===== config.mk =====
export PLATFORM = sky130hd
export DESIGN_NAME = uart_tx_sched
export DESIGN_NICKNAME = d
export VERILOG_FILES = /design/src/rtl/uart_pkg.sv /design/src/rtl/rr_arbiter.sv /design/src/rtl/uart_tx_sched.sv
export SDC_FILE = /design/constraint.sdc
export NUM_CORES = 1
export LEC_CHECK = 0
export CAP_MARGIN = 20
export CORE_MARGIN = 2
export CORE_UTILIZATION = 46
export CTS_BUF_LIST = sky130_fd_sc_hd__clkbuf_4 sky130_fd_sc_hd__clkbuf_8
export DETAILED_ROUTE_END_ITERATION = 8
export MAX_ROUTING_LAYER = met4
export PLACE_DENSITY_LB_ADDON = 0.25
export SKIP_LAST_GASP = 1
export SLEW_MARGIN = 20
export SYNTH_ARGS = -nofsm -noshare
export SYNTH_HDL_FRONTEND = slang
export SYNTH_SLANG_ARGS = --single-unit

===== constraint.sdc =====
create_clock -name clk -period 2.35 [get_ports clk]
set_input_delay 0.3525 -clock clk [delete_from_list [all_inputs] [get_ports clk]]
set_output_delay 0.3525 -clock clk [all_outputs]
set_load 0.02 [all_outputs]

===== src/rtl/uart_pkg.sv =====
// Shared UART definitions: data width, baud codes and the transmit scheduler state encoding.
package uart_pkg;

    localparam int UART_DATA_W = 8;
    localparam int BAUD_W      = 3;

    localparam logic [BAUD_W-1:0] BAUD_9600   = 3'b000;
    localparam logic [BAUD_W-1:0] BAUD_19200  = 3'b001;
    localparam logic [BAUD_W-1:0] BAUD_38400  = 3'b010;
    localparam logic [BAUD_W-1:0] BAUD_57600  = 3'b011;
    localparam logic [BAUD_W-1:0] BAUD_115200 = 3'b100;
    localparam logic [BAUD_W-1:0] BAUD_230400 = 3'b101;
    localparam logic [BAUD_W-1:0] BAUD_460800 = 3'b110;
    localparam logic [BAUD_W-1:0] BAUD_921600 = 3'b111;

    typedef enum logic [2:0] {
        ST_IDLE       = 3'd0,
        ST_BAUD       = 3'd1,
        ST_WRITE      = 3'd2,
        ST_WAIT_START = 3'd3,
        ST_WAIT_DONE  = 3'd4
    } tx_state_e;

endpackage


===== src/rtl/rr_arbiter.sv =====
// Combinational round-robin arbiter: the first requester strictly after `last`
// wins, falling back to the lowest requester when none lies above it.
module rr_arbiter #(
    parameter int N_REQ = 2
) (
    input  logic [N_REQ-1:0]         req,
    input  logic [$clog2(N_REQ)-1:0] last,
    output logic [N_REQ-1:0]         grant,
    output logic [$clog2(N_REQ)-1:0] grant_idx
);

    localparam int IW = $clog2(N_REQ);

    logic found;

    always_comb begin
        // NOTE: every output gets a default before any branch, so no path leaves a value held (no latch).
        grant     = '0;
        grant_idx = '0;
        found     = 1'b0;
        // Upper slice: requesters above the previous winner.
        for (int i = 0; i < N_REQ; i++) begin
            if (!found && req[i] && (i > int'(last))) begin
                grant[i]  = 1'b1;
                grant_idx = IW'(i);
                found     = 1'b1;
            end
        end
        // Wrap-around: lowest requester overall.
        for (int i = 0; i < N_REQ; i++) begin
            if (!found && req[i]) begin
                grant[i]  = 1'b1;
                grant_idx = IW'(i);
                found     = 1'b1;
            end
        end
    end

endmodule


===== src/rtl/uart_tx_sched.sv =====
// Shares one uart_RT transmitter among N_REQ byte producers: round-robin grant,
// one frame at a time, and baud code changes applied only between frames.
module uart_tx_sched
    import uart_pkg::*;
#(
    parameter int N_REQ       = 2,
    parameter int TIMEOUT_CYC = 16
) (
    input  logic                         clk,
    input  logic                         reset,
    input  logic [N_REQ-1:0]             req_valid,
    input  logic [UART_DATA_W*N_REQ-1:0] req_data,
    output logic [N_REQ-1:0]             req_ready,
    input  logic [BAUD_W-1:0]            cfg_baud,
    output logic [BAUD_W-1:0]            baud_select,
    output logic                         Tx_EN,
    output logic                         Tx_WR,
    output logic [UART_DATA_W-1:0]       Tx_DATA,
    input  logic                         Tx_BUSY,
    output logic [$clog2(N_REQ)-1:0]     grant_id,
    output logic                         idle,
    output logic                         tx_timeout
);

    localparam int            IW       = $clog2(N_REQ);
    localparam int            CW       = $clog2(TIMEOUT_CYC + 1);
    localparam logic [CW-1:0] CNT_LAST = CW'(TIMEOUT_CYC - 1);

    tx_state_e              state;
    logic [IW-1:0]          last;
    logic [CW-1:0]          wait_cnt;
    logic [N_REQ-1:0]       arb_grant;
    logic [IW-1:0]          arb_idx;
    logic [UART_DATA_W-1:0] sel_data;
    logic                   baud_change;
    logic                   grant_ok;

    rr_arbiter #(
        .N_REQ(N_REQ)
    ) u_arb (
        .req      (req_valid),
        .last     (last),
        .grant    (arb_grant),
        .grant_idx(arb_idx)
    );

    // A pending baud change outranks requests; reset masks the accept strobe.
    assign baud_change = (cfg_baud != baud_select);
    assign grant_ok    = (state == ST_IDLE) && !baud_change && !Tx_BUSY
                         && (|req_valid) && reset;
    assign req_ready   = grant_ok ? arb_grant : '0;
    assign idle        = (state == ST_IDLE) && !Tx_BUSY;

    always_comb begin
        sel_data = '0;
        for (int i = 0; i < N_REQ; i++) begin
            if (arb_grant[i]) begin
                sel_data = req_data[i*UART_DATA_W +: UART_DATA_W];
            end
        end
    end

    // NOTE: state and output registers use non-blocking assignments so every reader sees pre-edge values.
    always_ff @(posedge clk or negedge reset) begin
        if (!reset) begin
            state       <= ST_IDLE;
            last        <= IW'(N_REQ - 1);
            wait_cnt    <= '0;
            baud_select <= BAUD_9600;
            Tx_EN       <= 1'b0;
            Tx_WR       <= 1'b0;
            Tx_DATA     <= '0;
            grant_id    <= '0;
            tx_timeout  <= 1'b0;
        end else begin
            Tx_WR      <= 1'b0;
            tx_timeout <= 1'b0;
            Tx_EN      <= 1'b1;
            case (state)
                ST_IDLE: begin
                    if (baud_change) begin
                        state <= ST_BAUD;
                        Tx_EN <= 1'b0;
                    end else if (grant_ok) begin
                        Tx_DATA  <= sel_data;
                        grant_id <= arb_idx;
                        last     <= arb_idx;
                        Tx_WR    <= 1'b1;
                        state    <= ST_WRITE;
                    end
                end
                ST_BAUD: begin
                    baud_select <= cfg_baud;
                    state       <= ST_IDLE;
                end
                ST_WRITE: begin
                    wait_cnt <= '0;
                    state    <= ST_WAIT_START;
                end
                ST_WAIT_START: begin
                    // An unanswered write is dropped, never retried.
                    if (Tx_BUSY) begin
                        state <= ST_WAIT_DONE;
                    end else if (wait_cnt == CNT_LAST) begin
                        tx_timeout <= 1'b1;
                        state      <= ST_IDLE;
                    end else begin
                        wait_cnt <= wait_cnt + 1'b1;
                    end
                end
                ST_WAIT_DONE: begin
                    if (!Tx_BUSY) begin
                        state <= ST_IDLE;
                    end
                end
                default: state <= ST_IDLE;
            endcase
        end
    end

endmodule


==> metrics.cfg, run 1 <==
[outcome]
outcome=completed

[sta]
finalSetupTns_ns=0
worst_slack_ns=0.130
fin_crit_sh_pct=94.5
setup_viol=0
slew_viol_final=0
skew_ns=0.0120
hold_viol_final=0
worst_pin_slew_ns=0.341
layout_min_cycle_time_ns=2.22
max_freq_mhz=450
rsz0062_at_grt=no
slew_headroom_pct=77.2
whs_ns=0.453

[synth]
ys_top_cells_by_area=dfrtp_1, mux2_2, a22o_1, dfstp_2, xnor2_1
yosys_warnings=0
yosysTopAreaCellShare_pct=47.9
seq_area_frac_synth_pct=50.1
syn_nets=129
synth_cell_types=31
syn_avg_cell_area_sq_um=11.7
synth.ff_latch_count=24
syn_inst=103
synthesis.area_sq_um=1200
yosysTopAreaCell=dfrtp_1

[cells_and_area]
mostFrequentLayoutCells=clkdlybuf4s50_1, dfrtp_1, mux2_2, a22o_1, buf_4
final_nets=179
drive_above_1_share_pct=21.7
diodes=0
final_cells=182
area_growth_pct=42.4
fin_area_sq_um=1710
final_common_cell=clkdlybuf4s50_1

[flow_run]
max_cap_violations=0

[global_route]
globalRouteTotalUtil_pct=20.2
first_global_vias=959
grt_pass1_wl_microns=4150
antenna_found_initial=0
grt_max_degree=25
grt_overflow_total=0

[worst_setup_path]
rr_startpoint=wait_cnt[0]
end_kind=output port
required_ns=2.00
arrival_ns=1.87
crit_path_start=state[0]
setup.worst_path.start_class=flip-flop
critPathKind=flip-flop to output port
path_max_fanout=3

[cts]
tritoncts=built
cts_root_buf=clkbuf_4
cts_buffers=3
insertion_delay_ns=0.30
clock_path_buffers=2
cts_setup_buffers=0
cts_max_level=1
clock-sinks=24
cts.reportedPaths.clkPinSlew_ns=0.13

[placed_design]
portBuffers=41
dpl_cell_area_sq_um=1680
dp_slack_ns=-0.115
placedCellCount=178
dpl.hpwl_microns=2260
place.gp.congestion=0.800

[route]
vias=971
wl_per_cell_microns=15.3
wl_microns=2780
dr.pass1.iters=2
first_iter_violations=4
drc=0
ant_nets=0
vias_per_cell=5.34

[floorplan]
die_h_microns=55.1
placementRows=18
start_util_pct=48.5
design.core.area_sq_um=2480
num_io_pins=42
die-area_sq_um=3040
die_w_microns=55.1

[power_and_ir_drop]
ir_drop_mv=0.753
p_leak_nw=0.749
powerDensity_nw_per_um2=1070

[hold_path]
hp-class=primary input to asynchronous set/reset pin

-- registers in the layout (all words and copies together), names as in the netlist --
signal and count:
tx_timeout 1, Tx_WR 1, Tx_EN 1, wait_cnt 5, state 3, last 1, baud_select 3, Tx_DATA 8
grant_id 1
-- where the power goes --
part           internal [mW]  leakage [nW]  switching (mW)
Combinational          0.525         0.438           0.461
Sequential             0.559         0.293           0.101
Clock                 0.0775        0.0184           0.110
Total                   1.16         0.749           0.673
-- logic make-up after synthesis --
family / count (synthesis) / synth area share [%]
AOI/OAI and AO/OA: 26 / 16.0
xor gates and xnor gates: 3 / 2.19
adders and majority gates: 2 / 2.08
buffers and inverters: 8 / 3.75
DFF: 24 / 50.1
muxes: 14 / 13.1
and+or+nand+nor: 26 / 12.7
-- layer usage --
layer  part of all wire [%]  GRT usage, %  wire (microns)
met1                     40          21.1            1110
met2                     53          38.5            1480
met3                    6.4          4.03             178
met4                   0.47          4.88              13
met5                      0             -               0
-- worst max-delay path, cell delays in order (launching register included) --
cell	delay [ns]
dfrtp_1	0.41
or3_4	0.42
nor2_1	0.12
clkdlybuf4s50_1	0.61
-- final timing paths --
path,cells past startpoint,end,slack [ns]
hold reg to reg,1,Tx_DATA[4],0.52
setup reg to reg,7,wait_cnt[0],0.23
max in group asynchronous,2,last,1.60
setup / recovery,3,idle,0.13
hold / removal,2,Tx_EN,0.45
min in group clk,1,Tx_DATA[4],0.52
-- final cells by class --
| class | count | area (sq um) |
|---|---|---|
| fill | 202 | 767 |
| sequential | 24 | 602 |
| multi-input combinational | 71 | 554 |
| timing repair buffer | 50 | 475 |
| tap | 30 | 37.5 |
| clock buffer | 4 | 30.0 |
| inverter | 3 | 11.3 |
-- cells in the mapped netlist (all sizes together) --
| master | n |
|---|---|
| o211ai | 1 |
| a21boi | 2 |
| nand2 | 5 |
| and3 | 1 |
| nor2 | 6 |
| or3b | 1 |
| or2b | 1 |
| nand2b | 2 |
| o22ai | 1 |
| nand4 | 1 |
| xnor2 | 3 |
| o21a | 1 |
| nand3b | 1 |
| or2 | 2 |
| and2 | 2 |
| dfstp | 1 |
| or3 | 1 |
| buf | 2 |
| o21ai | 3 |
| nand3 | 1 |
| ha | 2 |
| dfrtp | 23 |
| clkbuf | 3 |
| a21oi | 4 |
| o21bai | 1 |
| mux2 | 14 |
| inv | 3 |
| nor3 | 2 |
| a22o | 13 |
-- metrics by stage --
stage                     total power [mW]  util (%)
after floorplan                       1.26         -
final                                 1.83      69.0
after global routing                  1.97      69.0
after CTS                             1.86      69.0
after detailed placement              1.66      67.9
after global placement                1.60      67.9
-- timing repair --
| action | 4_1_cts | 5_1_grt |
|---|---|---|
| hold buffers | 0 | 0 |
| gates resized for setup | 2 | 0 |
| endpoints found under the setup margin | 2 | 0 |
Note: power is estimated with default switching activity, not from simulation.
==> inputs of run 2 (changes only) <==
--- a/config.mk
+++ b/config.mk
@@ -6,12 +6,13 @@
 export NUM_CORES = 1
 export LEC_CHECK = 0
 export CAP_MARGIN = 20
+export CORE_ASPECT_RATIO = 0.75
 export CORE_MARGIN = 2
 export CORE_UTILIZATION = 46
 export CTS_BUF_LIST = sky130_fd_sc_hd__clkbuf_4 sky130_fd_sc_hd__clkbuf_8
 export DETAILED_ROUTE_END_ITERATION = 8
 export MAX_ROUTING_LAYER = met4
-export PLACE_DENSITY_LB_ADDON = 0.25
+export PLACE_DENSITY_LB_ADDON = 0.15
 export SKIP_LAST_GASP = 1
 export SLEW_MARGIN = 20
 export SYNTH_ARGS = -nofsm -noshare
==> run 2 against run 1 <==
Clock power increased by 55%. Sequential power about the same. Critical path depth increased by 1. Combinational power about the same. Clock skew increased by 0.0019 ns. Sequential share of layout area decreased by 0.76 points. Routed wire length decreased by 4.8%. Critical path type unchanged.
==> metrics.cfg, run 2 (synthesis gave the netlist of run 1 again) <==
[sta]
finalSetupTns_ns=0  ; unchanged
worst_pin_slew_ns=0.409  ; was 0.341 ns
whs_ns=0.455  ; was 0.453 ns
rsz0062_at_grt=no  ; unchanged
fin_crit_sh_pct=94.1  ; was 94.5%
setup_viol=0  ; unchanged
layout_min_cycle_time_ns=2.21  ; was 2.22 ns
hold_viol_final=0  ; unchanged
max_freq_mhz=452  ; was 450 MHz
skew_ns=0.0139  ; was 0.0120 ns
slew_headroom_pct=72.6  ; was 77.2%
slew_viol_final=0  ; unchanged

[global_route]
grt_overflow_total=0  ; unchanged
first_global_vias=924  ; was 959
antenna_found_initial=0  ; unchanged
globalRouteTotalUtil_pct=19.4  ; was 20.2%
grt_pass1_wl_microns=4270  ; was 4150 microns
grt_max_degree=25  ; unchanged

[cells_and_area]
mostFrequentLayoutCells=clkdlybuf4s50_1, dfrtp_1, mux2_2, a22o_1, buf_4  ; unchanged
fin_area_sq_um=1750  ; was 1710 sq um
top_register=Tx_DATA  ; unchanged
drive_above_1_share_pct=22.2  ; was 21.7%
reg_top3=Tx_DATA: 8 flops, wait_cnt: 5 flops  ; unchanged
largest_reg_flops=8  ; unchanged
final_common_cell=clkdlybuf4s50_1  ; unchanged
final_nets=180  ; was 179
fill_cells=219  ; was 202
diodes=0  ; unchanged
area_growth_pct=45.5  ; was 42.4%
utilization_pct=68.8  ; was 69.0%

[cts]
insertion_delay_ns=0.31  ; was 0.30 ns
clock-sinks=24  ; unchanged
cts_setup_buffers=0  ; unchanged
clock_path_buffers=2  ; unchanged
tritoncts=built  ; unchanged
cts_root_buf=clkbuf_4  ; unchanged
cts_buffers=3  ; unchanged
cts.reportedPaths.clkPinSlew_ns=0.13  ; about the same
cts_max_level=1  ; unchanged

[worst_setup_path]
setup.worst_path.start_class=flip-flop  ; unchanged
cp_num_buf_inv=1  ; unchanged
path_delay_family=simple AND/OR/NAND/NOR gates  ; was buffers and inverters
arrival_ns=1.86  ; was 1.87 ns
required_ns=2.00  ; about the same
max_stage_delay_ns=0.47  ; was 0.61 ns
path_max_fanout=7  ; was 3
r2r_cells=7  ; unchanged
end_kind=output port  ; unchanged
rrSetupSlack_ns=0.27  ; was 0.23 ns
crit_slowest_cell=dfrtp_1  ; was clkdlybuf4s50_1
critPathKind=flip-flop to output port  ; unchanged
crit_chain=or3_4 > nor3_4 > and2_1 > dlygate4sd2_1  ; was or3_4 > nor2_1 > clkdlybuf4s50_1
crit_cells=4  ; was 3

[floorplan]
die-area_sq_um=3040  ; about the same
num_io_pins=42  ; unchanged
design.core.area_sq_um=2540  ; was 2480 sq um
placementRows=16  ; was 18
die_w_microns=63.0  ; was 55.1 microns
start_util_pct=47.2  ; was 48.5%
die_h_microns=48.3  ; was 55.1 microns

[route]
ant_nets=0  ; unchanged
dr.pass1.iters=2  ; unchanged
vias=982  ; was 971
first_iter_violations=21  ; was 4
wl_per_cell_microns=14.0  ; was 15.3 microns
drc=0  ; unchanged
wl_microns=2650  ; was 2780 microns
vias_per_cell=5.20  ; was 5.34

[outcome]
outcome=completed  ; unchanged

[power_and_ir_drop]
powerDensity_nw_per_um2=1110  ; was 1070 nW/um^2
p_leak_nw=0.763  ; was 0.749 nW
total_power_mw=1.94  ; was 1.83 mW
ir_drop_mv=0.632  ; was 0.753 mV

[placed_design]
dpl.hpwl_microns=2110  ; was 2260 microns
dpl_cell_area_sq_um=1700  ; was 1680 sq um
place.gp.congestion=0.825  ; was 0.800
portBuffers=41  ; unchanged

[hold_path]
hp-class=primary input to asynchronous set/reset pin  ; unchanged

[flow_run]
max_cap_violations=0  ; unchanged

run 2: what timing repair did:
action / in CTS / in global routing
gates resized for setup: 2 / 0
hold buffers: 0 / 0
setup endpoints to repair: 2 / 0
hold endpoints to repair: 0 / 0
run 2: area by class of cell:
type	instances	area, sq um	area share (%)
Sequential cell	24	602	34.4
Multi-Input combinational cell	71	554	31.7
Timing Repair Buffer	51	483	27.6
Tap cell	36	45.0	2.58
Clock inverter	1	30.0	1.72
Clock buffer	3	22.5	1.29
Inverter	3	11.3	0.644
run 2: layer usage:
layer | track usage, % | share of wire (%)
met1 | 25.8 | 46
met2 | 31.3 | 49
met3 | 5.08 | 4.4
met4 | 2.67 | 0
met5 | - | 0
run 2: final timing paths:
| check | end | startpoint |
|---|---|---|
| max | req_ready[1] | state[2] |
| max reg2reg | wait_cnt[0] | wait_cnt[0] |
| min in group clk | Tx_DATA[5] | Tx_DATA[5] |
| min | state[0] | reset |
| min reg2reg | Tx_DATA[5] | Tx_DATA[5] |
| max in group asynchronous | last | reset |
run 2: metrics by stage:
stage / std cells / setup slack, ns
floorplan: 103 / 0.438
global placement: 185 / -0.0349
detailed placement: 185 / -0.118
CTS: 189 / 0.120
global route: 189 / 0.0262
finish: 189 / 0.138
run 2: where the power goes:
part	switching, mW	internal (mW)	leakage, nW	total (mW)
combinational	0.460	0.525	0.442	0.986
clock	0.119	0.172	0.0279	0.292
sequential	0.102	0.559	0.293	0.660
